## src/rtl/user_io_pkg.sv

```systemverilog
// Shared definitions for the user input conditioner: mode encodings and
// the step FSM state type.
`timescale 1ns/1ps
package user_io_pkg;

  typedef logic [1:0] mode_t;

  localparam mode_t MODE_SLOW       = 2'b00;
  localparam mode_t MODE_FAST       = 2'b10;
  localparam mode_t MODE_FASTEST    = 2'b11;
  localparam mode_t MODE_SINGLESTEP = 2'b01;

  typedef enum logic [1:0] {
    IDLE         = 2'b00,
    PULSE        = 2'b01,
    WAIT_RELEASE = 2'b10
  } step_state_t;

endpackage

```

## src/rtl/debounce_filter.sv

```systemverilog
// One-bit conditioner: 2-flop synchronizer, stability counter and accepted
// (stable) value. 'accept' is high the cycle before 'stable' takes a new value.
`timescale 1ns/1ps
module debounce_filter #(
  parameter int unsigned DEBOUNCE_CYCLES = 500000,
  parameter logic        RESET_LEVEL     = 1'b0
) (
  input  logic source_clock,
  input  logic reset_n,
  input  logic raw,
  output logic stable,
  output logic settled,
  output logic accept
);

  localparam int unsigned CW = (DEBOUNCE_CYCLES > 1) ? $clog2(DEBOUNCE_CYCLES) : 1;
  localparam logic [CW-1:0] LAST = CW'(DEBOUNCE_CYCLES - 1);

  logic          sync1;
  logic          sync2;
  logic [CW-1:0] cnt;

  assign settled = (sync2 == stable);
  assign accept  = !settled && (cnt == LAST);

  always_ff @(posedge source_clock or negedge reset_n) begin
    if (!reset_n) begin
      sync1  <= RESET_LEVEL;
      sync2  <= RESET_LEVEL;
      stable <= RESET_LEVEL;
      cnt    <= '0;
    end else begin
      sync1 <= raw;
      sync2 <= sync1;
      if (settled) begin
        cnt <= '0;
      end else if (accept) begin
        stable <= sync2;
        cnt    <= '0;
      end else begin
        cnt <= cnt + CW'(1);
      end
    end
  end

endmodule

```

## src/rtl/user_input_conditioner.sv

```systemverilog
// Conditions the step pushbutton and mode switches: debounced mode with a
// change strobe, and one fixed-width step pulse per press in single-step mode.
`timescale 1ns/1ps
module user_input_conditioner
  import user_io_pkg::*;
#(
  parameter int unsigned DEBOUNCE_CYCLES   = 500000,
  parameter int unsigned STEP_PULSE_CYCLES = 25000,
  parameter bit          BUTTON_ACTIVE_LOW = 1'b1
) (
  input  logic       source_clock,
  input  logic       reset_n,
  input  logic       raw_step,
  input  logic [1:0] raw_mode,
  output logic       step,
  output logic [1:0] mode,
  output logic       mode_changed,
  output logic [7:0] step_count
);

  localparam logic STEP_RELEASED = BUTTON_ACTIVE_LOW;
  localparam int unsigned PW = (STEP_PULSE_CYCLES > 1) ? $clog2(STEP_PULSE_CYCLES) : 1;
  localparam logic [PW-1:0] PULSE_LAST = PW'(STEP_PULSE_CYCLES - 1);

  logic          step_stable;
  logic          step_settled;
  logic          step_accept;
  logic [1:0]    mode_settled;
  logic [1:0]    mode_accept;
  logic          pressed;
  logic          pressed_d;
  logic          press_edge;
  logic          armed;
  logic [1:0]    settle_cnt;
  logic [PW-1:0] pulse_cnt;
  step_state_t   state;

  debounce_filter #(.DEBOUNCE_CYCLES(DEBOUNCE_CYCLES), .RESET_LEVEL(STEP_RELEASED)) u_step_filter (
    .source_clock (source_clock),
    .reset_n      (reset_n),
    .raw          (raw_step),
    .stable       (step_stable),
    .settled      (step_settled),
    .accept       (step_accept)
  );

  // The stable flops of the mode filters are the registered mode output.
  debounce_filter #(.DEBOUNCE_CYCLES(DEBOUNCE_CYCLES), .RESET_LEVEL(1'b0)) u_mode0_filter (
    .source_clock (source_clock),
    .reset_n      (reset_n),
    .raw          (raw_mode[0]),
    .stable       (mode[0]),
    .settled      (mode_settled[0]),
    .accept       (mode_accept[0])
  );

  debounce_filter #(.DEBOUNCE_CYCLES(DEBOUNCE_CYCLES), .RESET_LEVEL(1'b0)) u_mode1_filter (
    .source_clock (source_clock),
    .reset_n      (reset_n),
    .raw          (raw_mode[1]),
    .stable       (mode[1]),
    .settled      (mode_settled[1]),
    .accept       (mode_accept[1])
  );

  assign pressed    = step_stable ^ BUTTON_ACTIVE_LOW;
  assign press_edge = pressed && !pressed_d;

  always_ff @(posedge source_clock or negedge reset_n) begin
    if (!reset_n) begin
      mode_changed <= 1'b0;
    end else begin
      mode_changed <= |mode_accept;
    end
  end

  // Presses are ignored until, after the synchronizers have flushed, all
  // inputs are quiet with the button released: a button held through reset
  // must be let go before it can step.
  always_ff @(posedge source_clock or negedge reset_n) begin
    if (!reset_n) begin
      pressed_d  <= 1'b0;
      settle_cnt <= '0;
      armed      <= 1'b0;
    end else begin
      pressed_d <= pressed;
      if (settle_cnt != 2'd2) begin
        settle_cnt <= settle_cnt + 2'd1;
      end else if (step_settled && (&mode_settled) && !step_accept && !pressed) begin
        armed <= 1'b1;
      end
    end
  end

  always_ff @(posedge source_clock or negedge reset_n) begin
    if (!reset_n) begin
      state      <= IDLE;
      step       <= 1'b0;
      step_count <= '0;
      pulse_cnt  <= '0;
    end else begin
      case (state)
        IDLE: begin
          if (press_edge && armed) begin
            if (mode == MODE_SINGLESTEP) begin
              state      <= PULSE;
              step       <= 1'b1;
              step_count <= step_count + 8'd1;
              pulse_cnt  <= '0;
            end else begin
              state <= WAIT_RELEASE;
            end
          end
        end
        PULSE: begin
          if (pulse_cnt == PULSE_LAST) begin
            step      <= 1'b0;
            pulse_cnt <= '0;
            state     <= pressed ? WAIT_RELEASE : IDLE;
          end else begin
            pulse_cnt <= pulse_cnt + PW'(1);
          end
        end
        WAIT_RELEASE: begin
          if (!pressed) state <= IDLE;
        end
        default: state <= IDLE;
      endcase
    end
  end

endmodule

```

## config.mk

```make
export PLATFORM = sky130hd
export DESIGN_NAME = user_input_conditioner
export DESIGN_NICKNAME = d
export VERILOG_FILES = /design/src/rtl/user_io_pkg.sv /design/src/rtl/debounce_filter.sv /design/src/rtl/user_input_conditioner.sv
export SDC_FILE = /design/constraint.sdc
export NUM_CORES = 1
export LEC_CHECK = 0
export ABC_CLOCK_PERIOD_IN_PS = 4800
export CELL_PAD_IN_SITES_DETAIL_PLACEMENT = 1
export CELL_PAD_IN_SITES_GLOBAL_PLACEMENT = 2
export CORE_UTILIZATION = 30
export DETAILED_ROUTE_END_ITERATION = 8
export GPL_ROUTABILITY_DRIVEN = 0
export GPL_TIMING_DRIVEN = 1
export PLACE_DENSITY = 0.69
export SYNTH_ARGS = -nofsm -noshare
export SYNTH_HDL_FRONTEND = slang
export SYNTH_SLANG_ARGS = --single-unit
```

## constraint.sdc

```tcl
create_clock -name source_clock -period 4.8 [get_ports source_clock]
set_input_delay 0.48 -clock source_clock [delete_from_list [all_inputs] [get_ports source_clock]]
set_output_delay 0.48 -clock source_clock [all_outputs]
set_load 0.005 [all_outputs]
```

==> results of run 1 <==
cells in the mapped netlist, types with 10 or more instances:
| cell | n |
|---|---|
| a21oi_1 | 10 |
| a31oi_1 | 12 |
| and3_1 | 12 |
| dfrtp_1 | 94 |
| inv_1 | 14 |
| nand2_1 | 42 |
| nand3_1 | 29 |
| nand4_1 | 18 |
| nor2_1 | 73 |
| nor3_1 | 11 |
| xnor2_1 | 26 |
| xor2_1 | 36 |
worst max-delay path, cell delays in order (launching register included):
cell and delay, ns:
dfrtp_1 0.42, or4_1 0.53, or4_4 0.52, nor3b_4 0.25, a41oi_1 0.28, a31oi_1 0.07
worst paths after layout:
kind | from | endpoint | depth (start not counted)
setup / recovery | pulse_cnt[9] | pulse_cnt[5] | 5
hold / removal | reset_n | u_mode0_filter.cnt[7] | 1
setup reg to reg | pulse_cnt[9] | pulse_cnt[5] | 5
hold reg to reg | u_mode0_filter.sync1 | u_mode0_filter.sync2 | 0
max in group asynchronous | reset_n | u_step_filter.sync2 | 2
min in group source_clock | u_mode0_filter.sync1 | u_mode0_filter.sync2 | 0
state kept, by name (all words and copies together) (netlist names):
signal / count
u_mode0_filter.cnt: 19
u_mode1_filter.cnt: 19
u_step_filter.cnt: 19
pulse_cnt: 15
step_count: 8
settle_cnt: 2
state: 2
armed: 1
mode_changed: 1
pressed_d: 1
step: 1
u_mode0_filter.stable: 1
u_mode0_filter.sync1: 1
u_mode0_filter.sync2: 1
u_mode1_filter.stable: 1
u_mode1_filter.sync1: 1
u_mode1_filter.sync2: 1
u_step_filter.stable: 1
u_step_filter.sync1: 1
u_step_filter.sync2: 1
cells by family (layout without fill, tap and decap cells):
kind of cell | count (synthesis) | in the layout
compound gates | 38 | 38
fa+ha+maj | 6 | 6
simple gates | 219 | 219
flops | 97 | 97
buf+inv | 26 | 47
mux | 2 | 2
xor+xnor | 62 | 62
where the power goes:
group | total, W | switching [W] | internal (W) | leakage [nW]
clock | 0.000724 | 0.000308 | 0.000416 | 0.142
sequential | 0.000835 | 0.00000796 | 0.000827 | 1.32
combinational | 0.0000405 | 0.0000298 | 0.0000106 | 0.755
total | 0.00160 | 0.000345 | 0.00125 | 2.21
metrics by stage:
| stage | cell area, um2 | instances | setup slack (ns) |
|---|---|---|---|
| after floorplan | 4510 | 450 | 2.65 |
| after global placement | 4840 | 639 | 2.63 |
| after detailed placement | 4840 | 639 | 2.58 |
| after CTS | 5140 | 655 | 2.56 |
| after global routing | 5140 | 655 | 2.42 |
| final | 5140 | 655 | 2.56 |
final cells by class:
cell class | instances | share of cell area [%]
Inverter | 14 | 1.02
Tap cell | 184 | 4.48
Multi-Input combinational cell | 327 | 38.2
Sequential cell | 97 | 47.3
Clock inverter | 5 | 1.07
Clock buffer | 11 | 4.72
Timing Repair Buffer | 17 | 3.21
layer usage:
layer,global-route usage [%],wire length (um),up-vias
li1,-,-,1574
met1,17.9,4750,1595
met2,21.2,4280,25
met3,2.71,202,13
met4,6.80,207,0
met5,0,0,-
==> results.yml, run 1 <==
outcome:
  outcome: "finished clean"
logic_synthesis:
  synthAdderAreaFrac_pct: 1.66
  async_reset_ff_share_pct: 100
  mappedNetlistArea_mm2: 0.00451
  yosysUniqueCellTypes: 39
  synth_compound_area_share_pct: 5.07
  synth_edf_count: 0
  syn_inst: 450
  syn-num-nets: 461
  synth_seq_cells: 97
  synth_top_family_by_area: "simple AND/OR/NAND/NOR gates"
  synth-main-ff-cell: "dfrtp_1"
  yosys_warnings: 0
  avgSynthCellArea_um2: 10.0
  yosysSeqAreaShare_pct: 53.9
  yosysTopAreaCellShare_pct: 52.1
  synthSimpleGateAreaFrac_pct: 24.2
  yosysTopAreaCell: "dfrtp_1"
  synth_mux_area_share_pct: 0.499
  synthTopCellsByArea: "dfrtp_1 (52%), xor2_1 (7.0%), nor2_1 (6.1%)"
  synthXorXnorAreaFrac_pct: 12.0
floorplanning:
  start_util_pct: 30.9
  design.die.area_mm2: 0.0155
  die_x_um: 125
  fp.dieH_um: 125
  ios: 17
  rows: 44
  core-area_mm2: 0.0146
clock_tree:
  holdBufCountCts: 0
  h-tree-depth: 3
  clock_latency_ns: 0.35
  cts_tree: "yes"
  cts_resized: 0
  clock_sinks: 97
  clk_path_buf_depth: 2
  postCtsSetupRepairBufs: 0
  clkTransAtPathRegs_ns: 0.07
  cts_buffers: 9
  cts_root_buf: "clkbuf_16"
worst_setup_path:
  crit_type: "flop to flop"
  setup.worst_path.start_class: "flop"
  crit_required_ns: 4.99
  critical_path_arrival_ns: 2.43
  rrSetupSlack_ns: 2.56
  critPathCaptureType: "flop"
  critical_path.max_fanout: 24
global_route:
  grt_first_pass_wirelength_mm: 17.0
  grt_usage_pct: 13.6
  grt_max_degree: 64
  grt_pass1_vias: 3482
  grt_antenna_before_repair: 0
  gr-total-overflow: 0
routing:
  drt_iter0_markers: 124
  drt_wl_total_mm: 9.43
  vias: 3207
  ant_nets: 0
  viasPerCell: 4.90
  first_pass_iters: 4
  drc: 0
  wl_per_cell_um: 14.4
power_and_ir_drop:
  ir_drop_v: 0.000183
  p_per_area_mw_per_mm2: 311
  static-leakage-power_nw: 2.21
  power_w: 0.00160
sta:
  maxSlewViolCount: 0
  relSlewSlack_pct: 40.3
  setup-tns-final_ns: 0
  skew_ns: 0.00579
  min_period_ns: 2.24
  tightestPinTransition_ns: 0.894
  finalCritPeriodShare_pct: 46.6
  fmax_mhz: 447
  hold-worst-slack_ns: 0.225
  final-hold-violation-count: 0
  setup_viol: 0
  rsz0062_at_grt: "false"
cells_and_area:
  multiInputGateArea_mm2: 0.00196
  layout_common_cells: "dfrtp_1 (94), nor2_1 (73), nand2_1 (42)"
  fillers: 1642
  ff_latch_area_mm2: 0.00243
  nets: 477
  final_util_pct: 35.2
  drive_above_1_share_pct: 5.94
  diodes: 0
  syn2layout_area_growth_pct: 13.9
  layout_commonest_cell: "dfrtp_1"
worst_hold_path:
  min_path_type: "input pin to async pin"
placed_design:
  port_buffers: 16
  dpl.hpwl_mm: 6.31
run:
  drv_cap: 0
(Power assumes the default switching activity.)
==> inputs of run 2 (changes only) <==
--- a/config.mk
+++ b/config.mk
@@ -5,7 +5,7 @@
 export SDC_FILE = /design/constraint.sdc
 export NUM_CORES = 1
 export LEC_CHECK = 0
-export ABC_CLOCK_PERIOD_IN_PS = 4800
+export ABC_CLOCK_PERIOD_IN_PS = 2300
 export CELL_PAD_IN_SITES_DETAIL_PLACEMENT = 1
 export CELL_PAD_IN_SITES_GLOBAL_PLACEMENT = 2
 export CORE_UTILIZATION = 30
==> constraint.sdc (replaced) <==
create_clock -name source_clock -period 2.3 [get_ports source_clock]
set_input_delay 0.23 -clock source_clock [delete_from_list [all_inputs] [get_ports source_clock]]
set_output_delay 0.23 -clock source_clock [all_outputs]
set_load 0.005 [all_outputs]
==> run 2 against run 1 <==
  * Sequential cell count stayed put
  * Largest power group unchanged
  * First-iteration DRC count fell by 4.8%
  * Utilization up 1.0 points
==> results.yml, run 2 (same netlist as run 1, synthesis figures left out) <==
outcome:
  outcome: "finished clean"
clock_tree:
  cts_tree: "yes"
  clkTransAtPathRegs_ns: 0.07
  cts_root_buf: "clkbuf_16"
  postCtsSetupRepairBufs: 0
  h-tree-depth: 3
  clock_latency_ns: 0.35
  cts_buffers: 9
  clk_path_buf_depth: 2
  clock_sinks: 97
sta:
  final-hold-violation-count: 0
  tightestPinTransition_ns: 0.841
  fmax_mhz: 452
  hold-worst-slack_ns: 0.290
  finalCritPeriodShare_pct: 96.2
  maxSlewViolCount: 0
  setup_viol: 0
  relSlewSlack_pct: 43.7
  min_period_ns: 2.21
  rsz0062_at_grt: "false"
  skew_ns: 0.00741
  setup-tns-final_ns: 0
routing:
  ant_nets: 0
  vias: 3285
  viasPerCell: 4.92
  wl_per_cell_um: 14.2
  drt_iter0_markers: 118
  drc: 0
  first_pass_iters: 4
  drt_wl_total_mm: 9.47
worst_setup_path:
  critPathCaptureType: "flop"
  critical_path.max_fanout: 12
  critical_path_arrival_ns: 2.46
  crit_required_ns: 2.54
  setup.worst_path.start_class: "flop"
  rrSetupSlack_ns: 0.09
  crit_type: "flop to flop"
floorplanning:
  start_util_pct: 30.9
  ios: 17
  die_x_um: 125
  design.die.area_mm2: 0.0155
  rows: 44
  core-area_mm2: 0.0146
  fp.dieH_um: 125
cells_and_area:
  design_area_mm2: 0.00528
  nets: 490
  layout_common_cells: "dfrtp_1 (94), nor2_1 (73), nand2_1 (42)"
  top_regs: "u_mode0_filter.cnt x19, u_mode1_filter.cnt x19, u_step_filter.cnt x19"
  diodes: 0
  final_util_pct: 36.2
  drive_above_1_share_pct: 8.47
  layout_commonest_cell: "dfrtp_1"
  syn2layout_area_growth_pct: 17.1
power_and_ir_drop:
  p_per_area_mw_per_mm2: 653
  static-leakage-power_nw: 2.30
  ir_drop_v: 0.000424
  power_w: 0.00345
global_route:
  grt_first_pass_wirelength_mm: 16.8
  gr-total-overflow: 0
  grt_pass1_vias: 3379
  grt_antenna_before_repair: 0
  grt_usage_pct: 13.5
  grt_max_degree: 44
placed_design:
  port_buffers: 16
  placed_cell_area_mm2: 0.00493
  dpl.hpwl_mm: 6.50
worst_hold_path:
  min_path_type: "input pin to flop"
run:
  drv_cap: 0
==> run 2: where the power goes <==
group / switching [W] / internal, W
Clock: 0.000655 / 0.000964
Combinational: 0.0000637 / 0.0000290
Sequential: 0.0000164 / 0.00172
==> run 2: layout make-up <==
| cell class | instances | area, um2 |
|---|---|---|
| Fill cell | 1627 | 9310 |
| Sequential cell | 97 | 2430 |
| Multi-Input combinational cell | 328 | 1970 |
| Clock buffer | 13 | 280 |
| Timing Repair Buffer | 29 | 270 |
| Tap cell | 184 | 230 |
| Inverter | 14 | 52.6 |
| Clock inverter | 3 | 46.3 |
==> run 2: timing repair <==
action                     CTS  global route
gates resized for setup      0             0
hold buffers                 1             0
setup endpoints to repair    0             8
hold endpoints to repair    28             0
==> run 2: through the flow <==
stage | instances | setup WS [ns]
after floorplan | 450 | 0.151
after global placement | 650 | 0.140
after detailed placement | 650 | 0.115
after CTS | 667 | 0.108
after global routing | 668 | 0.0152
final | 668 | 0.0865
==> run 2: metal layers <==
metal,vias to the layer above,part of all wire [%],GRT usage (%)
met1,1641,50,18.3
met4,0,2.0,6.59
met5,-,0,0
met2,28,46,20.6
li1,1604,-,-
met3,12,2.1,2.58
==> run 2: critical path, stage by stage (launching register included) <==
cell and delay, ns:
dfrtp_1 0.40, or4b_1 0.53, or4_4 0.56, nor3b_2 0.27, a21o_1 0.19, a21o_1 0.17
==> run 2: final timing paths <==
path / to / cells after the start / startpoint
min in group asynchronous: u_mode0_filter.cnt[8] / 2 / reset_n
worst min register to register: u_mode1_filter.sync2 / 0 / u_mode1_filter.sync1
worst max-delay path: pulse_cnt[4] / 5 / pulse_cnt[11]
worst max register to register: pulse_cnt[4] / 5 / pulse_cnt[11]
max in group asynchronous: step_count[6] / 3 / reset_n
worst min-delay path: u_step_filter.sync1 / 1 / raw_step
